## config.mk

```make
export PLATFORM = sky130hd
export DESIGN_NAME = ncpu32k_ifu_fetchq
export DESIGN_NICKNAME = d
export VERILOG_FILES = /design/src/rtl/ncpu32k_ifu_fetchq_pkg.sv /design/src/rtl/ncpu32k_ifu_fq_buf.sv /design/src/rtl/ncpu32k_ifu_fetchq.sv
export SDC_FILE = /design/constraint.sdc
export NUM_CORES = 1
export LEC_CHECK = 0
export BUFFER_PORTS_ARGS = -buffer_cell sky130_fd_sc_hd__buf_2
export CAP_MARGIN = 20
export CORE_AREA = 2 2 281 144
export CTS_CLUSTER_DIAMETER = 30
export CTS_CLUSTER_SIZE = 20
export DETAILED_ROUTE_END_ITERATION = 12
export DIE_AREA = 0 0 283 146
export GPL_ROUTABILITY_DRIVEN = 1
export GPL_TIMING_DRIVEN = 1
export PLACE_DENSITY = 0.65
export SLEW_MARGIN = 40
export SYNTH_ARGS = -nofsm -noshare
export SYNTH_HDL_FRONTEND = slang
export SYNTH_SLANG_ARGS = --single-unit
```

## constraint.sdc

```tcl
create_clock -name clk -period 3.4 [get_ports clk]
set_input_delay 0.85 -clock clk [delete_from_list [all_inputs] [get_ports clk]]
set_output_delay 0.85 -clock clk [all_outputs]
set_load 0.05 [all_outputs]
```

## src/rtl/ncpu32k_ifu_fetchq_pkg.sv

```systemverilog
// Shared configuration for the instruction-fetch queue: default widths, queue
// geometry and the bit layout of the 2-bit fetch exception tag.
package ncpu32k_ifu_fetchq_pkg;

  localparam int NCPU_AW          = 32;
  localparam int NCPU_IW          = 32;
  localparam int NCPU_IFQ_DEPTH   = 4;
  localparam int NCPU_IFQ_MAX_OUT = 2;

  localparam int NCPU_IFQ_EXC_W   = 2;
  localparam int NCPU_IFQ_EXC_ITM = 0;  // TLB miss
  localparam int NCPU_IFQ_EXC_IPF = 1;  // page fault

  function automatic logic exc_any(input logic [NCPU_IFQ_EXC_W-1:0] exc);
    return exc[NCPU_IFQ_EXC_ITM] | exc[NCPU_IFQ_EXC_IPF];
  endfunction

endpackage

```

## src/rtl/ncpu32k_ifu_fq_buf.sv

```systemverilog
// Circular instruction buffer: DEPTH entries of packed {insn, pc, exc}, with
// occupancy count, zeroed head when empty, and single-cycle flush.
module ncpu32k_ifu_fq_buf #(
  parameter int DEPTH = 4,
  parameter int DW    = 62,
  localparam int PW   = $clog2(DEPTH),
  localparam int CW   = $clog2(DEPTH + 1)
) (
  input  logic          clk,
  input  logic          rst_n,
  input  logic          flush,
  input  logic          push,
  input  logic [DW-1:0] din,
  input  logic          pop,
  output logic          valid,
  output logic [DW-1:0] dout,
  output logic [CW-1:0] count
);

  logic [DW-1:0] mem [DEPTH];
  logic [PW-1:0] wr_ptr;
  logic [PW-1:0] rd_ptr;

  // NOTE: sequential state is written with non-blocking assignments only.
  always_ff @(posedge clk) begin
    if (!rst_n || flush) begin
      wr_ptr <= '0;
      rd_ptr <= '0;
      count  <= '0;
    end else begin
      if (push) wr_ptr <= wr_ptr + PW'(1);
      if (pop)  rd_ptr <= rd_ptr + PW'(1);
      count <= count + CW'(push) - CW'(pop);
    end
  end

  // NOTE: storage has no reset; count gates every read, so stale data never escapes.
  always_ff @(posedge clk) begin
    if (push) mem[wr_ptr] <= din;
  end

  assign valid = (count != '0);
  assign dout  = valid ? mem[rd_ptr] : '0;

  a_no_overflow: assert property (@(posedge clk) disable iff (!rst_n)
    !(push && count == CW'(DEPTH)));

endmodule

```

## src/rtl/ncpu32k_ifu_fetchq.sv

```systemverilog
// Decoupled fetch front end: credit-limited ibus issue, in-order response
// capture into the insn queue, drop counter for abandoned fetches.
module ncpu32k_ifu_fetchq
  import ncpu32k_ifu_fetchq_pkg::*;
#(
  parameter int          AW        = NCPU_AW,
  parameter int          IW        = NCPU_IW,
  parameter int          DEPTH     = NCPU_IFQ_DEPTH,
  parameter int          MAX_OUT   = NCPU_IFQ_MAX_OUT,
  parameter logic [AW-1:0] RESET_PC = '0,
  parameter int          START_DLY = 2,
  localparam int         PCW       = AW - 2,
  localparam int         CW        = $clog2(DEPTH + 1)
) (
  input  logic           clk,
  input  logic           rst_n,
  output logic           ibus_cmd_valid,
  input  logic           ibus_cmd_ready,
  output logic [AW-1:0]  ibus_cmd_addr,
  input  logic           ibus_valid,
  output logic           ibus_ready,
  input  logic [IW-1:0]  ibus_dout,
  input  logic [1:0]     ibus_exc,
  output logic           ibus_flush_req,
  input  logic           redirect_valid,
  input  logic [PCW-1:0] redirect_tgt,
  output logic           idu_in_valid,
  input  logic           idu_in_ready,
  output logic [IW-1:0]  idu_insn,
  output logic [PCW-1:0] idu_insn_pc,
  output logic [1:0]     idu_exc,
  output logic [CW-1:0]  fq_count
);

  localparam int OW = $clog2(MAX_OUT + 1);
  localparam int DW = IW + PCW + 2;

  logic [2:0]     start_cnt;
  logic           started;
  logic [OW-1:0]  inflight, inflight_nxt;
  logic [OW-1:0]  drop_cnt, drop_nxt;
  logic           halt, halt_nxt;
  logic [PCW-1:0] fetch_pc, fetch_pc_nxt;
  logic [PCW-1:0] resp_pc, resp_pc_nxt;

  logic cmd_hs, resp_hs, push, pop, exc_push, credit_ok;
  logic [DW-1:0] head;

  assign started   = (start_cnt == 3'(START_DLY));
  // Counting queued plus outstanding fetches guarantees every response a slot.
  assign credit_ok = (inflight < OW'(MAX_OUT)) &&
                     ((32'(inflight) + 32'(fq_count)) < 32'(DEPTH));

  assign ibus_cmd_valid = started & ~halt & ~redirect_valid & credit_ok;
  assign ibus_cmd_addr  = {fetch_pc, 2'b00};
  assign ibus_ready     = started;
  assign ibus_flush_req = redirect_valid;

  assign cmd_hs   = ibus_cmd_valid & ibus_cmd_ready;
  assign resp_hs  = ibus_valid & ibus_ready;
  assign push     = resp_hs & ~redirect_valid & (drop_cnt == '0);
  assign exc_push = push & exc_any(ibus_exc);
  assign pop      = idu_in_valid & idu_in_ready;

  always_comb begin
    // NOTE: every output of this block is defaulted first, so no latch can be inferred.
    inflight_nxt = inflight + OW'(cmd_hs) - OW'(resp_hs);
    drop_nxt     = drop_cnt;
    halt_nxt     = halt;
    fetch_pc_nxt = fetch_pc;
    resp_pc_nxt  = resp_pc;
    if (cmd_hs) fetch_pc_nxt = fetch_pc + PCW'(1);
    if (push)   resp_pc_nxt  = resp_pc + PCW'(1);
    if (resp_hs && drop_cnt != '0) drop_nxt = drop_cnt - OW'(1);
    // Anything still outstanding after a faulting fetch belongs to a dead stream.
    if (exc_push) begin
      halt_nxt = 1'b1;
      drop_nxt = inflight_nxt;
    end
    if (redirect_valid) begin
      halt_nxt     = 1'b0;
      drop_nxt     = inflight_nxt;
      fetch_pc_nxt = redirect_tgt;
      resp_pc_nxt  = redirect_tgt;
    end
  end

  always_ff @(posedge clk) begin
    if (!rst_n) begin
      start_cnt <= '0;
      inflight  <= '0;
      drop_cnt  <= '0;
      halt      <= 1'b0;
      fetch_pc  <= RESET_PC[AW-1:2];
      resp_pc   <= RESET_PC[AW-1:2];
    end else begin
      if (!started) start_cnt <= start_cnt + 3'd1;
      inflight <= inflight_nxt;
      drop_cnt <= drop_nxt;
      halt     <= halt_nxt;
      fetch_pc <= fetch_pc_nxt;
      resp_pc  <= resp_pc_nxt;
    end
  end

  ncpu32k_ifu_fq_buf #(
    .DEPTH (DEPTH),
    .DW    (DW)
  ) u_buf (
    .clk   (clk),
    .rst_n (rst_n),
    .flush (redirect_valid),
    .push  (push),
    .din   ({ibus_dout, resp_pc, ibus_exc}),
    .pop   (pop),
    .valid (idu_in_valid),
    .dout  (head),
    .count (fq_count)
  );

  assign idu_insn    = head[DW-1 -: IW];
  assign idu_insn_pc = head[2 +: PCW];
  assign idu_exc     = head[1:0];

  a_no_orphan_resp: assert property (@(posedge clk) disable iff (!rst_n)
    !(resp_hs && inflight == '0));

endmodule

```

==> parameters.txt, run 1 <==
Parameter                              Value

STA
  Max Clk Rate    310 MHz
  Final Cycle Share    0.948
  Final Hold Fails    0
  Setup repair after global routing missed its margin    false
  Tightest hold margin    0.484 ns
  Worst-case clock skew    0.0184 ns
  Finish-stage setup viols    0
  Post-route minimum period    3.22 ns
  Post-Route Setup TNS    0 ns
  Final max-slew violation count    0
  Remaining max-slew budget at the tightest pin    0.539
  Slew of the pin with the lowest slew margin    0.691 ns

Global route
  Pin count of the biggest net entering global routing    80
  Wire length of the first global-routing pass    48,000 microns
  Antenna violations before repair    4
  GRT overflow    0
  Number of global-route vias before repair    8,594
  Global-route usage over all layers    0.147

Power and ir drop
  Max rail drop VDD    336 uV
  Static Leakage    5.90 nW
  Post-route total power    10.5 mW
  Power density cells    628 nW/um^2

Job
  Max_cap viols    0

Cells and area
  Combined flip-flop and latch cell area    9230 sq um
  Number of fill cells    3,382
  Area used by multi-input combinational logic    4030 sq um
  Finished Layout Cells    1,629
  Fraction of layout instances using a drive strength above 1    0.316
  Total number of nets in the final design    1,143
  Area Overhead vs Synth    23.9%

Detailed routing
  Number of design-rule violations left by the first detailed-router iteration    526
  Drt via density    4.91
  Final wirelength    30,400 microns
  Post-DR wirelength/cell    18.7 microns
  First-pass iteration count of the detailed router    4
  # DRC    0
  Via count    7,996
  Post-DRT Antenna Nets    0

Yosys
  Library cell occupying the most area in the post-synthesis netlist    edfxtp_1
  Part of the Yosys area used for sequential elements    0.683
  EDFF count, synth    256
  Synthesized area divided by synthesized cell count    15.6 sq um
  Commonest cells post-synth    edfxtp_1, dfxtp_1, and2_1
  Unique cell type count in the Yosys netlist    47
  Leading cell type by number of instances after synthesis    edfxtp_1
  Synth Flop Type    edfxtp_1
  Synthesized flop and latch total    333
  Fraction of synthesis flops using an asynchronous set or reset pin    0
  Yosys Warn Count    0
  Most area-consuming cells after synthesis    edfxtp_1, dfxtp_1, mux4_2
  Post-synthesis instance area    13,500 sq um
  Synth Instances    867
  Fraction of synthesized cell area taken by the top area cell type    0.569

Placed design
  Port Buf Inserts    170
  Post-DP HPWL    18,600 microns
  Number of placed instances, taps included    1,534
  Final weighted congestion of routability-driven global placement    0.845

Worst setup path
  Worst endpoint data arrival time    2.37 ns
  Kind of critical path    flop to output port
  Master of the slowest instance on the critical path    mux4_2
  Worst endpoint required time    2.55 ns
  Worst flop-to-flop path startpoint    start_cnt[0]
  Max Fanout on Critical Path    64
  Worst setup SP type    flop
  Terminus of the critical flop-to-flop path    drop_cnt[1]
  Number of cells traversed by the worst register-to-register path    11
  CP peak stage delay    0.57 ns
  Endpoint type of the worst setup path    output port
  Cells along the critical path    buf_12 -> mux4_2 -> and2_1 -> buf_2
  R2R Setup Slk    0.54 ns

Floorplanning
  Initial cell density of the core    0.350
  Die width    283 microns
  Die ar.    41,300 sq um
  Floorplan die height    146 microns
  Core Box Area    38,600 sq um
  # IOs    173
  Rows    51

Clock tree
  CTS clock-pin slew for the worst setup and hold paths    0.06 ns
  Buffers inserted by post-CTS timing repair    0
  Total CTS buffers    52
  Clock network latency to the later pin of the worst-skew pair    0.56 ns
  TritonCTS Sinks    333
  CTS H-Tree Depth    2
  Post-cts resize count    0
  TritonCTS clock tree    done
  Buffer type at the clock tree root    clkbuf_16
  Longest Clk Path Bufs    3
  Post-CTS Hold Fix Bufs    0

Min path
  Hold path endpoint    halt
  Hold crit path type    flop to flop
  Count of cells along the worst hold path    2
  Hold path start    halt

Run status
  Result of the run    completed
## flip-flops by register name (all words and copies together) (netlist names), 2 cells and up, named ones only
register / count
start_cnt: 3
u_buf.count: 3
u_buf.wr_ptr: 2
inflight: 2
u_buf.rd_ptr: 2
fetch_pc: 30
resp_pc: 30
drop_cnt: 2
u_buf.mem: 256
## where the power goes
part,total [mW],switching (mW),internal [mW]
logic,0.818,0.551,0.267
clock network,5.07,1.85,3.21
registers,4.64,0.117,4.52
## stage by stage
stage          area, sq um  worst slack (ns)   util
2_1_floorplan        13500             0.135      -
3_3_place_gp         15000             0.207  0.390
3_5_place_dp         15000             0.153  0.390
4_1_cts              16700             0.108  0.434
5_1_grt              16700            0.0435  0.434
6_report             16700             0.178  0.434
## worst max-delay path by stage
stage | startpoint | endpoint | slack [ns]
finish | flop | idu_insn_pc[18] | 0.18
floorplan | redirect_valid | ibus_cmd_valid | 0.14
CTS | flop | idu_insn_pc[14] | 0.11
detailed placement | redirect_valid | drop_cnt[1] | 0.15
global route | flop | idu_insn_pc[14] | 0.04
global placement | redirect_valid | drop_cnt[1] | 0.21
## cell usage in the layout, fill, tap and decap left out, types with 19 or more instances in the layout
cell	n
a21oi_1	53
nand3_1	19
dfxtp_1	75
mux4_2	64
and2_1	75
buf_2	170
xor2_1	26
nand2_1	32
xnor2_1	30
nand4_1	21
clkbuf_16	53
edfxtp_1	256
o21ai_0	38
## layout make-up
| class | instances | area share |
|---|---|---|
| flip-flops and latches | 333 | 0.551 |
| repair buffers | 184 | 0.0623 |
| clock inverters | 32 | 0.0190 |
| multi-input cells | 468 | 0.241 |
| diodes | 2 | 0.000299 |
| inverters | 19 | 0.00426 |
| clock buffers | 61 | 0.0822 |
| well taps | 530 | 0.0396 |
## layer usage
metal  routed length [microns]  vias up  track usage
met4                       781        4       0.0535
met1                     11900     4043        0.173
met3                      1650       59       0.0331
li1                          -     3702            -
met2                     16000      188        0.265
met5                        24        -            0
## cells by family after synthesis
group / count (synthesis) / share of synthesized area
xor+xnor: 56 / 0.0363
buf+inv: 67 / 0.0196
simple gates: 220 / 0.0948
other cells: 1 / 0.000277
fa+ha+maj: 15 / 0.0144
compound gates: 108 / 0.0429
flops: 333 / 0.683
mux: 67 / 0.109
## critical path, delay by kind of cell, from the launching register on
kind          cells  cell delay (ns)
mux               1             0.57
buf+inv           2             0.63
flops             1             0.35
simple gates      1             0.19
(Power assumes the default switching activity.)
==> run 2: changes to the inputs <==
--- a/config.mk
+++ b/config.mk
@@ -7,14 +7,14 @@
 export LEC_CHECK = 0
 export BUFFER_PORTS_ARGS = -buffer_cell sky130_fd_sc_hd__buf_2
 export CAP_MARGIN = 20
-export CORE_AREA = 2 2 281 144
+export CORE_AREA = 2 2 230 176
 export CTS_CLUSTER_DIAMETER = 30
 export CTS_CLUSTER_SIZE = 20
 export DETAILED_ROUTE_END_ITERATION = 12
-export DIE_AREA = 0 0 283 146
+export DIE_AREA = 0 0 232 178
 export GPL_ROUTABILITY_DRIVEN = 1
 export GPL_TIMING_DRIVEN = 1
-export PLACE_DENSITY = 0.65
+export PLACE_DENSITY = 0.64
 export SLEW_MARGIN = 40
 export SYNTH_ARGS = -nofsm -noshare
 export SYNTH_HDL_FRONTEND = slang
==> parameters.txt, run 2 (synthesis gave the netlist of run 1 again) <==
Parameter                              Value

Cells and area
  Fraction of layout instances using a drive strength above 1    0.322 (+0.00618)
  Largest reg by FF count    u_buf.mem
  Commonest non-fill, non-tap cell in the layout    edfxtp_1
  Largest registers    u_buf.mem x256, fetch_pc x30, resp_pc x30
  Top library cells by usage in the layout, fill and taps aside    edfxtp_1, buf_2, and2_1, dfxtp_1, mux4_2
  Flip-flop count of the largest register, all copies and words added    256 (unchanged)
  Area Overhead vs Synth    24.7%
  Total inserted antenna cells    0 (-2)
  Total number of nets in the final design    1,150 (+0.61%)

STA
  Post-route minimum period    3.17 ns (-0.0485 ns)
  Post-Route Setup TNS    0 ns (unchanged)
  Finish-stage setup viols    0 (unchanged)
  Final Hold Fails    0 (unchanged)
  Setup repair after global routing missed its margin    false
  Max Clk Rate    315 MHz (+1.5%)
  Remaining max-slew budget at the tightest pin    0.541 (+0.00148)
  Final max-slew violation count    0 (unchanged)
  Tightest hold margin    0.504 ns (+0.0198 ns)
  Slew of the pin with the lowest slew margin    0.683 ns (-0.00792 ns)
  Final Cycle Share    0.933 (-0.0143)
  Worst-case clock skew    0.0172 ns (-0.00119 ns)

Power and ir drop
  Power density cells    624 nW/um^2 (-0.62%)
  Net switching share of the total power    0.247 (+0.00702)
  Sw power    2.60 mW (+3.0%)
  Internal Power    7.93 mW (-0.85%)
  Static Leakage    5.94 nW (+0.58%)
  Max rail drop VDD    382 uV (+14%)
  Combinational share of power    0.078 (about the same)
  Portion of total power attributed to sequential cells    0.441 (about the same)
  Clock network fraction of design power    0.481 (about the same)

Clock tree
  Buffer type at the clock tree root    clkbuf_16
  Buffers inserted by post-CTS timing repair    0 (unchanged)
  CTS clock-pin slew for the worst setup and hold paths    0.05 ns (about the same)
  Post-CTS Hold Fix Bufs    0 (unchanged)
  Total CTS buffers    52 (unchanged)
  Post-cts resize count    0 (unchanged)
  TritonCTS clock tree    done
  Clock network latency to the later pin of the worst-skew pair    0.56 ns (about the same)
  Longest Clk Path Bufs    3 (unchanged)
  TritonCTS Sinks    333 (unchanged)
  CTS H-Tree Depth    2 (unchanged)

Floorplanning
  # IOs    173 (unchanged)
  Core Box Area    39,000 sq um (+1.1%)
  Rows    63 (+24%)
  Die ar.    41,300 sq um (about the same)
  Floorplan die height    178 microns (+22%)
  Initial cell density of the core    0.346 (-0.00370)
  Die width    232 microns (-18%)

Worst setup path
  Endpoint type of the worst setup path    output port
  Kind of critical path    flop to output port
  Terminus of the critical flop-to-flop path    drop_cnt[1]
  Worst setup SP type    flop
  Worst endpoint required time    2.55 ns (about the same)
  R2R Setup Slk    0.61 ns (+0.07 ns)
  Worst endpoint data arrival time    2.32 ns (-0.05 ns)
  Worst flop-to-flop path startpoint    start_cnt[0]
  Number of cells traversed by the worst register-to-register path    11 (unchanged)
  Max Fanout on Critical Path    21 (-67%)

Placed design
  Port Buf Inserts    170 (unchanged)
  Post-DP HPWL    19,500 microns (+5.1%)
  Final weighted congestion of routability-driven global placement    0.818 (-3.2%)

Detailed routing
  Number of design-rule violations left by the first detailed-router iteration    445 (-15%)
  Via count    7,930 (-0.83%)
  Post-DRT Antenna Nets    0 (unchanged)
  # DRC    0 (unchanged)
  Final wirelength    29,900 microns (-1.5%)
  First-pass iteration count of the detailed router    4 (unchanged)
  Drt via density    4.87 (-0.70%)
  Post-DR wirelength/cell    18.4 microns (-1.4%)

Min path
  Hold crit path type    flop to flop
  Count of cells along the worst hold path    2 (unchanged)
  Hold path endpoint    u_buf.wr_ptr[1]
  Hold path start    u_buf.wr_ptr[1]

Global route
  GRT overflow    0 (unchanged)
  Global-route usage over all layers    0.144 (-0.00349)
  Number of global-route vias before repair    7,884 (-8.3%)
  Wire length of the first global-routing pass    45,400 microns (-5.3%)
  Antenna violations before repair    0 (-4)
  Pin count of the biggest net entering global routing    90 (+13%)

Job
  Max_cap viols    0 (unchanged)

Run status
  Result of the run    completed
-- run 2: area by class of cell --
cell class	count	area [sq um]
tap	520	651
clock buffer	59	1360
timing repair buffer	191	1160
sequential	333	9240
multi-input combinational	468	4050
clock inverter	37	337
inverter	19	71.3
fill	3567	22200
-- run 2: worst max-delay path: stages (launching register included) --
cell,delay (ns)
dfxtp_4,0.52
buf_12,0.25
mux4_2,0.55
and2_1,0.21
buf_2,0.22
-- run 2: how the worst max path moves through the flow --
stage          depth (start not counted)               to  slack, ns
3_3_place_gp                          10      drop_cnt[1]       0.22
2_1_floorplan                          2   ibus_cmd_valid       0.14
4_1_cts                                4  idu_insn_pc[12]       0.14
6_report                               4  idu_insn_pc[12]       0.23
5_1_grt                                4  idu_insn_pc[12]       0.10
3_5_place_dp                          10      drop_cnt[1]       0.21
-- run 2: layer usage --
layer,wire [microns],up-vias,GRT usage
met1,14500,3886,0.210
met4,468,0,0.0363
li1,-,3735,-
met5,0,-,0
met3,2100,40,0.0364
met2,12800,269,0.213
-- run 2: per-stage QoR --
step                      total power [mW]  cells  setup slack [ns]  instance area, sq um  utilization
after floorplan                       5.27    868             0.135                 13500            -
after global placement                5.53   1531             0.223                 15200        0.389
after detailed placement              5.55   1531             0.214                 15200        0.389
after CTS                             10.7   1627             0.144                 16900        0.432
after global routing                  10.9   1627             0.101                 16900        0.432
final                                 10.5   1627             0.227                 16900        0.432
-- run 2: power groups by stage --
| stage | combinational [mW] | sequential, mW | clock [mW] |
|---|---|---|---|
| 5_1_grt | 0.892 | 4.65 | 5.36 |
| 3_3_place_gp | 0.821 | 4.71 | 0 |
| 4_1_cts | 0.835 | 4.64 | 5.18 |
| 3_5_place_dp | 0.831 | 4.72 | 0 |
| 2_1_floorplan | 0.500 | 4.77 | 0 |
| 6_report | 0.824 | 4.64 | 5.07 |
==> run 3: changes to the inputs <==
--- a/config.mk
+++ b/config.mk
@@ -5,13 +5,14 @@
 export SDC_FILE = /design/constraint.sdc
 export NUM_CORES = 1
 export LEC_CHECK = 0
+export ABC_AREA = 1
 export BUFFER_PORTS_ARGS = -buffer_cell sky130_fd_sc_hd__buf_2
 export CAP_MARGIN = 20
-export CORE_AREA = 2 2 230 176
+export CORE_AREA = 2 2 244 186
 export CTS_CLUSTER_DIAMETER = 30
 export CTS_CLUSTER_SIZE = 20
 export DETAILED_ROUTE_END_ITERATION = 12
-export DIE_AREA = 0 0 232 178
+export DIE_AREA = 0 0 246 188
 export GPL_ROUTABILITY_DRIVEN = 1
 export GPL_TIMING_DRIVEN = 1
 export PLACE_DENSITY = 0.64
==> parameters.txt, run 3 <==
Parameter                              Value

Run status
  Result of the run    completed

STA
  Finish-stage setup viols    0 (unchanged)
  Final Hold Fails    0 (unchanged)
  Remaining max-slew budget at the tightest pin    0.452 (-0.0883)
  Slew of the pin with the lowest slew margin    0.821 ns (+0.138 ns)
  Post-route minimum period    3.25 ns (+0.0799 ns)
  Max Clk Rate    307 MHz (-2.5%)
  Setup repair after global routing missed its margin    false
  Worst-case clock skew    0.0140 ns (-0.00323 ns)
  Worst setup slack after layout    0.147 ns (-0.0799 ns)
  Final Cycle Share    0.957 (+0.0235)
  Final max-slew violation count    0 (unchanged)

Detailed routing
  # DRC    0 (unchanged)
  Post-DRT Antenna Nets    0 (unchanged)
  Final wirelength    41,600 microns (+39%)
  Number of design-rule violations left by the first detailed-router iteration    1,123 (+150%)
  First-pass iteration count of the detailed router    5 (+1)
  Drt via density    5.02 (+3.0%)
  Via count    12,100 (+53%)
  Post-DR wirelength/cell    17.2 microns (-6.5%)

Worst setup path
  Worst endpoint required time    2.55 ns (about the same)
  Kind of critical path    flop to output port
  Max Fanout on Critical Path    73 (+250%)
  Endpoint type of the worst setup path    output port
  Worst setup SP type    flop
  Worst endpoint data arrival time    2.40 ns (+0.08 ns)
  Number of cells traversed by the worst register-to-register path    8 (-3)

Yosys
  EDFF count, synth    256 (unchanged)
  Leading cell type by number of instances after synthesis    nor2_1
  Unique cell type count in the Yosys netlist    45 (-4.3%)
  Fraction of synthesis flops using an asynchronous set or reset pin    0 (unchanged)
  Yosys Warn Count    0 (unchanged)
  Most area-consuming cells after synthesis    edfxtp_1, dfxtp_1, nor2_1
  Post-synthesis instance area    15,100 sq um (+12%)
  Library cell occupying the most area in the post-synthesis netlist    edfxtp_1
  Synthesized area divided by synthesized cell count    9.42 sq um (-40%)
  Fraction of synthesized cell area taken by the top area cell type    0.508 (-0.0608)
  Part of the Yosys area used for sequential elements    0.610 (-0.0729)
  Commonest cells post-synth    nor2_1, edfxtp_1, nand2_1
  Synth Flop Type    edfxtp_1
  Synthesized flop and latch total    333 (unchanged)
  Synth Instances    1,606 (+85%)

Placed design
  Port Buf Inserts    170 (unchanged)
  Placed cell area    16,900 sq um (+11%)
  Post-DP HPWL    27,500 microns (+41%)
  Final weighted congestion of routability-driven global placement    0.895 (+9.4%)
  Pre-CTS WS    0.685 ns (+0.472 ns)
  Number of placed instances, taps included    2,312 (+51%)

Floorplanning
  Initial cell density of the core    0.344 (-0.00256)
  Die ar.    46,200 sq um (+12%)
  Floorplan die height    188 microns (+5.6%)
  Core Box Area    44,000 sq um (+13%)
  # IOs    173 (unchanged)
  Rows    67 (+6.3%)
  Die width    246 microns (+6.0%)

Global route
  Global-route usage over all layers    0.177 (+0.0332)
  Number of global-route vias before repair    11,400 (+45%)
  Antenna violations before repair    1 (+1)
  GRT overflow    0 (unchanged)
  Wire length of the first global-routing pass    64,200 microns (+41%)
  Pin count of the biggest net entering global routing    74 (-18%)

Cells and area
  Final std cell area, no fill    18,800 sq um (+12%)
  Number of fill cells    4,174 (+17%)
  Fraction of layout instances using a drive strength above 1    0.184 (-0.139)
  Core occupancy in the finished layout    0.428 (-0.00404)
  Commonest non-fill, non-tap cell in the layout    nor2_1
  Finished Layout Cells    2,418 (+49%)
  Total number of nets in the final design    1,870 (+63%)
  Largest registers    u_buf.mem x256, fetch_pc x30, resp_pc x30
  Area Overhead vs Synth    24.5%
  Largest reg by FF count    u_buf.mem
  Top library cells by usage in the layout, fill and taps aside    nor2_1, edfxtp_1, nand2_1, o21ai_0, buf_2
  Flip-flop count of the largest register, all copies and words added    256 (unchanged)

Power and ir drop
  Max rail drop VDD    394 uV (+3.0%)
  Clock network fraction of design power    0.500 (+0.019)
  Sw power    2.87 mW (+10%)
  Static Leakage    7.10 nW (+20%)
  Net switching share of the total power    0.250 (+0.00370)
  Power density cells    608 nW/um^2 (-2.7%)
  Portion of total power attributed to sequential cells    0.409 (-0.032)
  Internal Power    8.58 mW (+8.2%)
  Combinational share of power    0.091 (+0.013)

Clock tree
  CTS H-Tree Depth    2 (unchanged)
  TritonCTS clock tree    done
  Clock network latency to the later pin of the worst-skew pair    0.58 ns (+0.02 ns)
  TritonCTS Sinks    333 (unchanged)
  CTS clock-pin slew for the worst setup and hold paths    0.05 ns (about the same)
  Buffers inserted by post-CTS timing repair    0 (unchanged)
  Total CTS buffers    57 (+9.6%)
  Buffer type at the clock tree root    clkbuf_16
  Longest Clk Path Bufs    3 (unchanged)

Job
  Max_cap viols    0 (unchanged)

Min path
  Hold crit path type    flop to flop
  Count of cells along the worst hold path    2 (unchanged)
## run 3: changes by cell type after synthesis, moves of 20 or more
cell / before / now
nor2_1: 17 / 367
nand3_1: 19 / 70
nand2_1: 32 / 237
o21ai_0: 38 / 184
mux4_2: 64 / 0
inv_1: 18 / 93
a21oi_1: 53 / 119
and2_1: 75 / 1
buf_2: 2 / 22
xnor2_1: 30 / 6
## run 3: worst max-delay path: stages (launching register included)
cell      delay (ns)
dfxtp_4         0.52
buf_16          0.32
nor2_1          0.11
nor2_1          0.14
o21ai_0         0.12
a21oi_1         0.27
clkbuf_4        0.29
## run 3: path summary, 6_finish.rpt
check                  start             end  slack [ns]
min          u_buf.rd_ptr[1]            flop        0.47
min reg2reg  u_buf.rd_ptr[1]            flop        0.47
max reg2reg   u_buf.count[2]  u_buf.count[2]        0.89
max                     flop  idu_insn_pc[6]        0.15
## run 3: cells by family (layout without fill, tap and decap cells)
group	count (synthesis)	count (layout)	synth area share
buf+inv	182	406	0.0526
compound gates	336	336	0.116
simple gates	726	726	0.201
other cells	1	3	0.000248
xor+xnor	13	13	0.00752
flops	333	333	0.610
fa+ha+maj	15	15	0.0129
## run 3: area by class of cell
cell class	instances	area, sq um	share of cell area
flip-flops and latches	333	9230	0.490
multi-input cells	1092	5150	0.273
clock buffers	71	1520	0.0807
repair buffers	197	1380	0.0731
well taps	586	733	0.0389
clock inverters	34	430	0.0228
inverters	104	395	0.0210
diodes	1	2.50	0.000133
## run 3: power groups by stage
stage	Combinational, mW	Sequential [mW]	Clock (mW)
3_5_place_dp	1.04	4.75	0
5_1_grt	1.14	4.69	6.01
2_1_floorplan	0.629	4.80	0
3_3_place_gp	1.02	4.74	0
6_report	1.04	4.68	5.73
4_1_cts	1.04	4.67	5.82
## run 3: per-layer routing
| metal | GRT usage | share of wire | vias to the layer above | routed length, microns |
|---|---|---|---|---|
| li1 | - | - | 5814 | - |
| met1 | 0.264 | 0.46 | 5789 | 19200 |
| met2 | 0.264 | 0.44 | 473 | 18100 |
| met3 | 0.0348 | 0.087 | 60 | 3620 |
| met4 | 0.0410 | 0.016 | 0 | 671 |
| met5 | 0 | 0 | - | 0 |
## run 3: per-stage QoR
step                TNS [ns]  hold WS (ns)  power (mW)
detailed placement         0         0.466        5.79
CTS                        0         0.461        11.5
global route               0         0.474        11.8
finish                     0         0.471        11.4
floorplan             -21.20         0.436        5.43
global placement           0         0.456        5.76
## run 3: what timing repair did
item                                   4_1_cts  5_1_grt
setup endpoints to repair                    0        3
endpoints found under the hold margin        0        0
resized for setup                            0        4
hold buffers                                 0        0
